[config.mk]
export PLATFORM = sky130hd
export DESIGN_NAME = spi_slave
export DESIGN_NICKNAME = d
export VERILOG_FILES = /design/src/rtl/spi_slave.sv
export SDC_FILE = /design/constraint.sdc
export NUM_CORES = 1
export LEC_CHECK = 0
export ABC_CLOCK_PERIOD_IN_PS = 4059
export CORE_ASPECT_RATIO = 0.5
export CORE_MARGIN = 10
export CORE_UTILIZATION = 58
export CTS_BUF_LIST = sky130_fd_sc_hd__clkbuf_4 sky130_fd_sc_hd__clkbuf_8 sky130_fd_sc_hd__clkbuf_16
export DETAILED_ROUTE_END_ITERATION = 10
export PLACE_DENSITY = 0.84
export SYNTH_ARGS = -nofsm -noshare
export SYNTH_HDL_FRONTEND = slang
export SYNTH_SLANG_ARGS = --single-unit
[constraint.sdc]
create_clock -name clk_i -period 4.06 [get_ports clk_i]
set_input_delay 1.015 -clock clk_i [delete_from_list [all_inputs] [get_ports clk_i]]
set_output_delay 1.015 -clock clk_i [all_outputs]
set_load 0.03 [all_outputs]
[src/rtl/spi_slave.sv]
// -----------------------------------------------------------------------------
// spi_slave
//   SPI slave for all four CPOL/CPHA modes. All serial inputs are oversampled
//   in the clk_i domain, and words are shifted LSB first in both directions.
//   A single-entry TX holding register feeds the transmit shifter at the start
//   of every word. Back-to-back words inside one ss-low window are supported.
//
// Ports
//   clk_i, rst_i          core clock, async active-low reset
//   cpol_i, cpha_i        SPI mode (static while ss_i is low)
//   sck_i, ss_i, mosi_i   SPI master signals (asynchronous to clk_i)
//   miso_o, miso_oe_o     slave data out and its output enable
//   txdata_i, tx_wr_i     TX holding register write port
//   tx_full_o             TX holding register occupied
//   rxdata_o, rx_valid_o  last received word and its one-cycle update pulse
//   tx_underrun_o         a word was clocked out with no data loaded
//   abort_o               ss released in the middle of a word
//   buzy                  synchronized ss is low
// -----------------------------------------------------------------------------
module spi_slave #(
  parameter int unsigned DATA_SIZE = 8
) (
  input  logic                 clk_i,
  input  logic                 rst_i,
  input  logic                 cpol_i,
  input  logic                 cpha_i,
  input  logic                 sck_i,
  input  logic                 ss_i,
  input  logic                 mosi_i,
  output logic                 miso_o,
  output logic                 miso_oe_o,
  input  logic [DATA_SIZE-1:0] txdata_i,
  input  logic                 tx_wr_i,
  output logic                 tx_full_o,
  output logic [DATA_SIZE-1:0] rxdata_o,
  output logic                 rx_valid_o,
  output logic                 tx_underrun_o,
  output logic                 abort_o,
  output logic                 buzy
);

  localparam int unsigned CNT_W = $clog2(DATA_SIZE + 1);

  typedef enum logic [1:0] {
    S_IDLE = 2'd0,
    S_LOAD = 2'd1,
    S_XFER = 2'd2,
    S_DONE = 2'd3
  } state_t;

  state_t r_state;
  state_t w_state_nxt;

  // Synchronizers (2 flops) plus a delay flop for edge detection
  logic r_sck_s1, r_sck_s2, r_sck_d;
  logic r_ss_s1,  r_ss_s2,  r_ss_d;
  logic r_mosi_s1, r_mosi_s2;

  // Datapath registers
  logic [DATA_SIZE-1:0] r_hold;
  logic                 r_tx_full;
  logic [DATA_SIZE-1:0] r_tx_shift;
  logic [DATA_SIZE-1:0] r_rx_shift;
  logic [DATA_SIZE-1:0] r_rxdata;
  logic [CNT_W-1:0]     r_cnt;
  logic                 r_miso;
  logic                 r_rx_valid;
  logic                 r_tx_underrun;
  logic                 r_underrun_pend;
  logic                 r_abort;

  // Edge decode and FSM control strobes
  logic                 w_ss_fall;
  logic                 w_lead;
  logic                 w_trail;
  logic                 w_sample_edge;
  logic                 w_shift_edge;
  logic                 w_last_bit;
  logic                 w_cnt_zero;
  logic [DATA_SIZE-1:0] w_load_word;
  logic                 w_load;
  logic                 w_sample;
  logic                 w_shift;
  logic                 w_first_edge;
  logic                 w_done;
  logic                 w_abort;
  logic                 w_clr_cnt;
  logic                 w_idle;

  // Input synchronizers; ss resets deasserted, sck resets low
  always_ff @(posedge clk_i or negedge rst_i) begin
    if (!rst_i) begin
      r_sck_s1  <= 1'b0;
      r_sck_s2  <= 1'b0;
      r_sck_d   <= 1'b0;
      r_ss_s1   <= 1'b1;
      r_ss_s2   <= 1'b1;
      r_ss_d    <= 1'b1;
      r_mosi_s1 <= 1'b0;
      r_mosi_s2 <= 1'b0;
    end else begin
      r_sck_s1  <= sck_i;
      r_sck_s2  <= r_sck_s1;
      r_sck_d   <= r_sck_s2;
      r_ss_s1   <= ss_i;
      r_ss_s2   <= r_ss_s1;
      r_ss_d    <= r_ss_s2;
      r_mosi_s1 <= mosi_i;
      r_mosi_s2 <= r_mosi_s1;
    end
  end

  // Edge decode: leading edge leaves the idle level, trailing edge returns to it
  always_comb begin
    w_ss_fall     = r_ss_d & ~r_ss_s2;
    w_lead        = (r_sck_s2 != cpol_i) && (r_sck_d == cpol_i);
    w_trail       = (r_sck_s2 == cpol_i) && (r_sck_d != cpol_i);
    w_sample_edge = cpha_i ? w_trail : w_lead;
    w_shift_edge  = cpha_i ? w_lead  : w_trail;
    w_last_bit    = (r_cnt == CNT_W'(DATA_SIZE - 1));
    w_cnt_zero    = (r_cnt == '0);
    w_load_word   = r_tx_full ? r_hold : '0;
  end

  // FSM state register
  always_ff @(posedge clk_i or negedge rst_i) begin
    if (!rst_i) begin
      r_state <= S_IDLE;
    end else begin
      r_state <= w_state_nxt;
    end
  end

  // FSM next-state logic
  always_comb begin
    w_state_nxt = r_state;
    case (r_state)
      S_IDLE: begin
        if (w_ss_fall) begin
          w_state_nxt = S_LOAD;
        end
      end
      S_LOAD: begin
        w_state_nxt = r_ss_s2 ? S_IDLE : S_XFER;
      end
      S_XFER: begin
        if (r_ss_s2) begin
          w_state_nxt = S_IDLE;
        end else if (w_sample_edge && w_last_bit) begin
          w_state_nxt = S_DONE;
        end
      end
      S_DONE: begin
        w_state_nxt = r_ss_s2 ? S_IDLE : S_LOAD;
      end
      default: begin
        w_state_nxt = S_IDLE;
      end
    endcase
  end

  // FSM output decode into datapath strobes
  always_comb begin
    w_load       = 1'b0;
    w_sample     = 1'b0;
    w_shift      = 1'b0;
    w_first_edge = 1'b0;
    w_done       = 1'b0;
    w_abort      = 1'b0;
    w_clr_cnt    = 1'b0;
    w_idle       = 1'b0;
    case (r_state)
      S_IDLE: begin
        w_idle    = 1'b1;
        w_clr_cnt = 1'b1;
      end
      S_LOAD: begin
        // A select released before any clocking leaves the holding register intact
        w_load    = ~r_ss_s2;
        w_clr_cnt = 1'b1;
      end
      S_XFER: begin
        if (r_ss_s2) begin
          w_clr_cnt = 1'b1;
          w_abort   = ~w_cnt_zero;
        end else begin
          w_sample     = w_sample_edge;
          // In mode cpha=0 a trailing edge before any sample belongs to the
          // previous word's last bit and must not advance the tx shifter.
          w_shift      = w_shift_edge & (cpha_i | ~w_cnt_zero);
          w_first_edge = w_lead & w_cnt_zero;
        end
      end
      S_DONE: begin
        w_done = 1'b1;
      end
      default: begin
        w_idle = 1'b1;
      end
    endcase
  end

  // TX holding register; a write in the LOAD cycle lands after the load
  always_ff @(posedge clk_i or negedge rst_i) begin
    if (!rst_i) begin
      r_hold    <= '0;
      r_tx_full <= 1'b0;
    end else begin
      if (w_load) begin
        r_tx_full <= 1'b0;
      end
      if (tx_wr_i && !r_tx_full) begin
        r_hold    <= txdata_i;
        r_tx_full <= 1'b1;
      end
    end
  end

  // TX shifter and MISO; cpha=0 presents bit 0 during LOAD, cpha=1 on the first leading edge
  always_ff @(posedge clk_i or negedge rst_i) begin
    if (!rst_i) begin
      r_tx_shift <= '0;
      r_miso     <= 1'b0;
    end else if (w_load) begin
      if (!cpha_i) begin
        r_miso     <= w_load_word[0];
        r_tx_shift <= w_load_word >> 1;
      end else begin
        r_tx_shift <= w_load_word;
      end
    end else if (w_shift) begin
      r_miso     <= r_tx_shift[0];
      r_tx_shift <= r_tx_shift >> 1;
    end else if (w_idle) begin
      r_miso <= 1'b0;
    end
  end

  // RX shifter and bit counter
  always_ff @(posedge clk_i or negedge rst_i) begin
    if (!rst_i) begin
      r_rx_shift <= '0;
      r_cnt      <= '0;
    end else begin
      if (w_sample) begin
        r_rx_shift <= {r_mosi_s2, r_rx_shift[DATA_SIZE-1:1]};
      end
      if (w_clr_cnt) begin
        r_cnt <= '0;
      end else if (w_sample) begin
        r_cnt <= r_cnt + CNT_W'(1);
      end
    end
  end

  // Received word and status pulses
  always_ff @(posedge clk_i or negedge rst_i) begin
    if (!rst_i) begin
      r_rxdata   <= '0;
      r_rx_valid <= 1'b0;
      r_abort    <= 1'b0;
    end else begin
      r_rx_valid <= w_done;
      r_abort    <= w_abort;
      if (w_done) begin
        r_rxdata <= r_rx_shift;
      end
    end
  end

  // Underrun is flagged at LOAD but reported only once the word actually
  // starts clocking, so the speculative LOAD after a final word stays silent.
  always_ff @(posedge clk_i or negedge rst_i) begin
    if (!rst_i) begin
      r_underrun_pend <= 1'b0;
      r_tx_underrun   <= 1'b0;
    end else begin
      r_tx_underrun <= w_first_edge & r_underrun_pend;
      if (w_load) begin
        r_underrun_pend <= ~r_tx_full;
      end else if (w_first_edge || (r_state != S_XFER)) begin
        r_underrun_pend <= 1'b0;
      end
    end
  end

  assign miso_oe_o     = ~r_ss_s2;
  assign miso_o        = r_miso & ~r_ss_s2;
  assign buzy          = ~r_ss_s2;
  assign tx_full_o     = r_tx_full;
  assign rxdata_o      = r_rxdata;
  assign rx_valid_o    = r_rx_valid;
  assign tx_underrun_o = r_tx_underrun;
  assign abort_o       = r_abort;

endmodule

==> summary.md, run 1 <==
| Metric | Value |
|---|---|
| Yosys warning count | `0` |
| Largest stage delay, worst path | `around 0.66 ns` |
| Chip Width | `108.4 um` |
| Post-cts sizing count | `0` |
| Final GP Congestion | `roughly 0.79` |
| Remaining antenna violation count | `0` |
| Period utilisation layout | `roughly two thirds` |
| Final min period | `2.751 ns` |
| Crit start category | `flop` |
| Async SR Flop Fraction | `100.0%` |
| Cell taking the most area after synthesis | `dfrtp_1` |
| Int Power | `around 940 uW` |
| Clock skew | `0.005962 ns` |
| Sequential share of the synthesized area | `a little under three fifths` |
| Synth Area in Simple Gates | `9.928%` |
| Die ar. | `0.006964 mm^2` |
| Maximum VDD drop | `between 0.3 and 0.4 mV` |
| Setup WS pre-CTS | `about 1.1 ns` |
| Iter 0 DRT Violations | `60` |
| Ports | `31` |
| Post-Synth XOR/XNOR Area | `about 1.5%` |
| Utilization after layout | `about three quarters` |
| Setup TNS | `0 ns` |
| Critical path origin | `r_ss_s2` |
| Combinational Power Share | `between 10% and 20%` |
| CP arrival | `1.74 ns` |
| CP max FO | `11` |
| TritonCTS clock tree | `yes` |
| Post-synth EDFFs | `0` |
| Post-CTS Hold Fix Bufs | `0` |
| Post-Synth Adder-Cell Area | `under 10%` |
| Fin area | `between 0.002 and 0.003 mm^2` |
| Min-delay src | `r_ss_s1` |
| Top Family by Delay on Critical Path | `buffers and inverters` |
| Num CTS Buffers | `5` |
| Top-count cell post-synth | `dfrtp_1` |
| Final Hold Fails | `0` |
| Worst r2r src | `r_cnt[0]` |
| Share of power burned in the clock network | `between 20% and 30%` |
| Fin. max-slew vios | `0` |
| Synth Flop Type | `dfrtp_1` |
| RSZ-0062 raised after global routing | `no` |
| WL final | `roughly 4000 um` |
| DR DRC count | `0` |
| GRT overflow | `0` |
| Fill cells | `roughly 240` |
| Max Clk Rate | `approximately 0.36 GHz` |
| Slowest CP cell | `dfstp_2` |
| Setup-failing EPs final | `0` |
| Status | `complete, no violations` |
| Initial Util | `approximately 63%` |
| Die Ht | `~64 um` |
| Area Growth Syn to Fin | `19.31%` |
| Reg power frac | `53.4%` |
| Clk_lat worst skew | `0.30 ns` |
| Cells after DPL | `about 250` |
| Net Sw Power | `344.6 uW` |
| Root Buffer | `clkbuf_8` |
| Post-CTS Setup Bufs | `0` |
| Gr usage total | `12.33%` |
| CTS H-Tree Depth | `2` |
| Row count | `15` |
| Max_slew headroom | `~27%` |
| Share of the synthesized area in the top cell type | `54.05%` |
| Placed cell area | `around 0.0026 mm^2` |
| Global-route wire length before repair | `~6900 um` |
| Share of layout cells above drive strength 1 | `a little under a fifth` |
| Via/cell ratio | `around 5.6` |
| TritonRoute pass-1 iters | `4` |
| Total power | `~1.3 mW` |
| Crit path cell chain | `inv_1, clkdlybuf4s50_1` |
| Synth Area in Compound Gates | `under 10%` |
| Lkg Pwr | `1.243 nW` |
| IO buf count | `30` |
| Mean Syn Cell Area | `roughly 13 um^2` |
| Mapped Cells | `around 180` |
| Mux contribution to synthesized area | `between 10% and 20%` |
| Ant diodes | `0` |
| Worst slew pin tran | `between 1 and 1.5 ns` |
| WS Path Type | `flop to output pin` |
| Post-Syn Nets | `195` |
| Sw Ratio | `between 20% and 30%` |
| Mapped Area | `0.002268 mm^2` |
| Max Buffers Root-to-Sink | `2` |
| Power Density | `roughly 470 mW/mm^2` |
| Top post-synthesis cells by area | `dfrtp_1 54%, mux2_2 7.9%, mux2_1 5.0%` |
| Initial antenna violation count | `0` |
| Crit path capture type | `output pin` |
| Layout Nets | `226` |
| Number of synthesized register bits | `52` |
| Vias | `about 1,400` |
| Core area | `about 0.0036 mm^2` |
| Largest family of logic cells by synthesized area | `multiplexers` |
| Post-route insts no fill | `260` |
| Max_cap viols | `0` |
| Synth cell types | `42` |
| Fin Hold WS | `0.3635 ns` |
| Final WS setup | `1.309 ns` |
| Clk sink count | `between 50 and 60` |
| Crit path buf inv count | `2` |
| Most frequent cells after synthesis | `49 x dfrtp_1, 16 x mux2_2, 13 x nand2_1` |
| Clk slew on worst S/H paths | `about 0.080 ns` |
| Vias in the first global route | `between 1,500 and 2,000` |
| Drt wl/cell | `between 15 and 20 um` |
| WP data required | `between 3 and 4 ns` |
| Largest net degree at the start of global routing | `53` |
| Dpl hpwl | `between 2000 and 3000 um` |
| Worst Hold Class | `flop to flop` |
area by class of cell:
cell class	count	area, um^2	share of cell area (%)
well taps	51	63.81	2.358
clock inverters	2	35.03	1.294
flip-flops and latches	52	1305	48.22
multi-input cells	112	900.9	33.29
repair buffers	31	302.8	11.19
clock buffers	6	76.32	2.820
inverters	6	22.52	0.8322
flip-flops by register name, indices dropped and copies added (netlist names):
name and cells:
r_sck_s2 1, r_state 2, r_mosi_s2 1, r_tx_shift 8, tx_full_o 1, r_ss_s1 1, abort_o 1, r_hold 8
r_cnt 4, r_miso 1, rxdata_o 8, r_ss_d 1, r_sck_s1 1, r_mosi_s1 1, rx_valid_o 1, r_underrun_pend 1
r_ss_s2 1, r_rx_shift 8, tx_underrun_o 1, r_sck_d 1
layout by cell type (no fill, tap or decap), types with 2 or more instances in the layout:
cell type / netlist / final
mux2_2: 16 / 16
mux2i_1: 10 / 10
mux2_1: 10 / 10
xnor2_1: 2 / 2
dfrtp_1: 49 / 49
nand2_1: 13 / 13
ha_1: 2 / 2
clkbuf_8: 0 / 5
nor3_1: 2 / 2
o211ai_1: 3 / 3
o22ai_1: 2 / 2
clkdlybuf4s50_1: 0 / 29
nand2b_1: 5 / 5
o21ai_0: 3 / 3
nor2b_1: 2 / 2
nand3_1: 3 / 3
o211ai_2: 3 / 3
xor2_1: 2 / 2
o21a_1: 6 / 6
nor2_1: 9 / 9
inv_1: 6 / 6
dfstp_2: 3 / 3
a21oi_1: 3 / 3
path summary, 6_finish.rpt:
kind	to	slack (ns)	cells past startpoint
max in group asynchronous	rx_valid_o	2.48	1
worst max register to register	r_tx_shift[6]	2.05	6
worst min-delay path	r_ss_s2	0.36	0
worst min register to register	r_ss_s2	0.36	0
min in group asynchronous	r_hold[4]	0.91	1
worst max-delay path	buzy	1.31	2
worst register-to-register path: cells and delay by family (launching register included):
family          cells  cell delay [ns]
compound gates      2             0.59
fa+ha+maj           1             0.15
buf+inv             1             0.10
flops               1             0.42
mux                 1             0.34
simple gates        1             0.29
cells by family after synthesis:
family                     Yosys count
buffers and inverters               13
muxes                               37
xor gates and xnor gates             4
AOI/OAI and AO/OA                   27
adders and majority gates            2
and+or+nand+nor                     42
DFF                                 52
per-layer routing:
metal  global-route usage, %  part of all wire [%]  up-vias  wire (um)
met2                   21.18                    50       30       2012
met1                   14.23                    43      725       1698
li1                        -                     -      679          -
met3                   3.300                   5.4        9        217
met4                   5.392                   1.7        0         67
met5                       0                     0        -          0
power groups by stage:
| stage | Clock [mW] | Sequential, mW | Combinational [mW] |
|---|---|---|---|
| after floorplan | 0 | 0.690 | 0.171 |
| after global placement | 0 | 0.691 | 0.245 |
| after detailed placement | 0 | 0.696 | 0.255 |
| after CTS | 0.356 | 0.685 | 0.257 |
| after global routing | 0.377 | 0.699 | 0.276 |
| final | 0.347 | 0.685 | 0.252 |
(Power assumes the default switching activity.)
==> inputs of run 2 (changes only) <==
==> config.mk (replaced) <==
export PLATFORM = sky130hd
export DESIGN_NAME = spi_slave
export DESIGN_NICKNAME = d
export VERILOG_FILES = /design/src/rtl/spi_slave.sv
export SDC_FILE = /design/constraint.sdc
export NUM_CORES = 1
export LEC_CHECK = 0
export ABC_CLOCK_PERIOD_IN_PS = 2900
export CORE_ASPECT_RATIO = 0.5
export CORE_MARGIN = 10
export CORE_UTILIZATION = 54
export CTS_BUF_LIST = sky130_fd_sc_hd__clkbuf_4 sky130_fd_sc_hd__clkbuf_8 sky130_fd_sc_hd__clkbuf_16
export DETAILED_ROUTE_END_ITERATION = 10
export PLACE_DENSITY = 0.79
export SYNTH_ARGS = -nofsm -noshare
export SYNTH_HDL_FRONTEND = slang
export SYNTH_SLANG_ARGS = --single-unit
==> constraint.sdc (replaced) <==
create_clock -name clk_i -period 2.9 [get_ports clk_i]
set_input_delay 0.725 -clock clk_i [delete_from_list [all_inputs] [get_ports clk_i]]
set_output_delay 0.725 -clock clk_i [all_outputs]
set_load 0.03 [all_outputs]
==> run 2 against run 1 <==
Routed wire length down 2.5%; total power up 35%; combinational power up 42%; hold slack worse by 0.011 ns; design area up 0.18%; sequential cell count unchanged; sequential share of layout area down 0.089 points; setup slack worse by 0.85 ns; critical path type unchanged.
==> summary.md, run 2 (synthesis results as in run 1) <==
| Metric | Value |
|---|---|
| Status | `complete, no violations` |
| Share of power burned in the clock network | `24.5% (-2.5 points)` |
| Lkg Pwr | `1.242 nW (about the same)` |
| Crit path capture type | `output pin` |
| Net Sw Power | `480.2 uW (+39%)` |
| Crit start category | `flop` |
| Power Density | `641.3 mW/mm^2 (+35%)` |
| Post-CTS Setup Bufs | `0 (unchanged)` |
| Sw Ratio | `27.62% (+0.79 points)` |
| Remaining antenna violation count | `0 (unchanged)` |
| Most frequent cells in the layout | `49 x dfrtp_1, 29 x clkdlybuf4s50_1, 16 x mux2_2, 13 x nand2_1` |
| Max Clk Rate | `around 0.4 GHz` |
| Max_slew headroom | `57.22% (+30 points)` |
| Worst slew pin tran | `0.6416 ns (-0.4526 ns)` |
| TritonRoute pass-1 iters | `4 (unchanged)` |
| Combinational Power Share | `20.5% (+0.9 points)` |
| Worst Hold Class | `flop to flop` |
| CTS H-Tree Depth | `2 (unchanged)` |
| Post-CTS Hold Fix Bufs | `0 (unchanged)` |
| Row count | `16 (+1)` |
| TritonCTS clock tree | `yes` |
| Drt wl/cell | `14.71 um (-4.3%)` |
| WS Path Type | `flop to output pin` |
| Largest net degree at the start of global routing | `53 (unchanged)` |
| Clk slew on worst S/H paths | `0.09 ns (about the same)` |
| Clk sink count | `52 (unchanged)` |
| GR Layer Usage met1 | `12.95% (-1.3 points)` |
| Fin. max-slew vios | `0 (unchanged)` |
| WL final | `3897 um (-2.5%)` |
| Global-route wire length before repair | `6748 um (-2.9%)` |
| Gr usage total | `11.13% (-1.2 points)` |
| Vias in the first global route | `1,428 (-6.7%)` |
| Period utilisation layout | `around 84%` |
| Die Ht | `65.83 um (+2.5%)` |
| Global routing usage on met2 | `18.86% (-2.3 points)` |
| Initial Util | `56.94% (-6.0 points)` |
| CP arrival | `1.72 ns (-0.02 ns)` |
| GR peak layer | `met2` |
| Int Power | `1.259 mW (+34%)` |
| Utilization after layout | `68.06% (-7.0 points)` |
| Ant diodes | `0 (unchanged)` |
| Iter 0 DRT Violations | `26 (-57%)` |
| Clock skew | `0.006258 ns (+0.0002965 ns)` |
| Reg power frac | `55.0% (+1.6 points)` |
| Area Growth Syn to Fin | `19.53%` |
| Max_cap viols | `0 (unchanged)` |
| Final GP Congestion | `0.8222 (+4.0%)` |
| Post-cts sizing count | `0 (unchanged)` |
| Share of layout cells above drive strength 1 | `19.91% (+0.77 points)` |
| Initial antenna violation count | `0 (unchanged)` |
| Met3 GRT Util | `3.533% (+0.23 points)` |
| Maximum VDD drop | `0.4380 mV (+27%)` |
| Core area | `0.003984 mm^2 (+11%)` |
| Layout Nets | `228 (+0.88%)` |
| IO buf count | `30 (unchanged)` |
| Commonest non-fill, non-tap cell in the layout | `dfrtp_1` |
| Final Hold Fails | `0 (unchanged)` |
| WP data required | `2.17 ns (-0.87 ns)` |
| Root Buffer | `clkbuf_8` |
| Setup TNS | `0 ns (unchanged)` |
| Dpl hpwl | `2880 um (-2.5%)` |
| Die ar. | `0.007351 mm^2 (+5.6%)` |
| Vias | `1,390 (-3.7%)` |
| Max Buffers Root-to-Sink | `2 (unchanged)` |
| Via/cell ratio | `5.245 (-5.5%)` |
| RSZ-0062 raised after global routing | `no` |
| Clk_lat worst skew | `0.30 ns (about the same)` |
| Ports | `31 (unchanged)` |
| Num CTS Buffers | `5 (unchanged)` |
| Final min period | `2.445 ns` |
| Setup-failing EPs final | `0 (unchanged)` |
| Chip Width | `111.7 um (+3.0%)` |
| GRT overflow | `0 (unchanged)` |
| CP max FO | `11 (unchanged)` |
| DR DRC count | `0 (unchanged)` |
-- run 2: changes by cell type in the layout (fill, tap and decap cells not counted), sizes merged --
cell	before	now
buf	2	4
bufinv	1	0
clkbuf	6	7
clkinv	1	0
clkinvlp	0	1
-- run 2: area by class of cell --
class / count / area, um^2
flip-flops and latches: 52 / 1305
fillers: 316 / 1272
multi-input cells: 112 / 900.9
repair buffers: 33 / 317.8
clock buffers: 7 / 90.09
well taps: 54 / 67.56
inverters: 6 / 22.52
clock inverters: 1 / 7.507
-- run 2: metrics by stage --
step	cell area [um^2]	setup slack, ns	instances	hold slack [ns]	power (mW)
global route	2711	0.3587	265	0.3528	1.840
detailed placement	2614	0.2242	257	0.3356	1.332
floorplan	2268	0.9295	177	0.3312	1.206
CTS	2711	0.4407	265	0.3557	1.762
finish	2711	0.4546	265	0.3529	1.739
global placement	2614	0.2987	257	0.3313	1.318
-- run 2: final timing paths --
check / from / to / slack [ns] / depth (start not counted)
worst max-delay path: r_ss_s2 / miso_oe_o / 0.45 / 2
worst min-delay path: r_sck_s1 / r_sck_s2 / 0.35 / 0
worst max register to register: r_cnt[0] / r_tx_shift[6] / 0.93 / 6
worst min register to register: r_sck_s1 / r_sck_s2 / 0.35 / 0
max in group asynchronous: rst_i / rxdata_o[5] / 1.95 / 2
min in group asynchronous: rst_i / r_hold[5] / 0.53 / 2
-- run 2: power by group through the flow --
| stage | Combinational (mW) | Clock, mW | Sequential [mW] |
|---|---|---|---|
| final | 0.357 | 0.425 | 0.957 |
| after global routing | 0.390 | 0.477 | 0.973 |
| after CTS | 0.363 | 0.443 | 0.956 |
| after detailed placement | 0.362 | 0 | 0.971 |
| after global placement | 0.349 | 0 | 0.969 |
| after floorplan | 0.239 | 0 | 0.966 |
-- run 2: metal layers --
layer / vias to the layer above / wire (um)
met5: - / 0
met4: 0 / 48
met3: 4 / 155
met2: 21 / 1903
met1: 681 / 1790
li1: 684 / -
-- run 2: worst max-delay path, cell delays in order, from the launching register on --
cell and delay [ns]:
dfstp_2 0.65, inv_1 0.15, clkdlybuf4s50_1 0.62
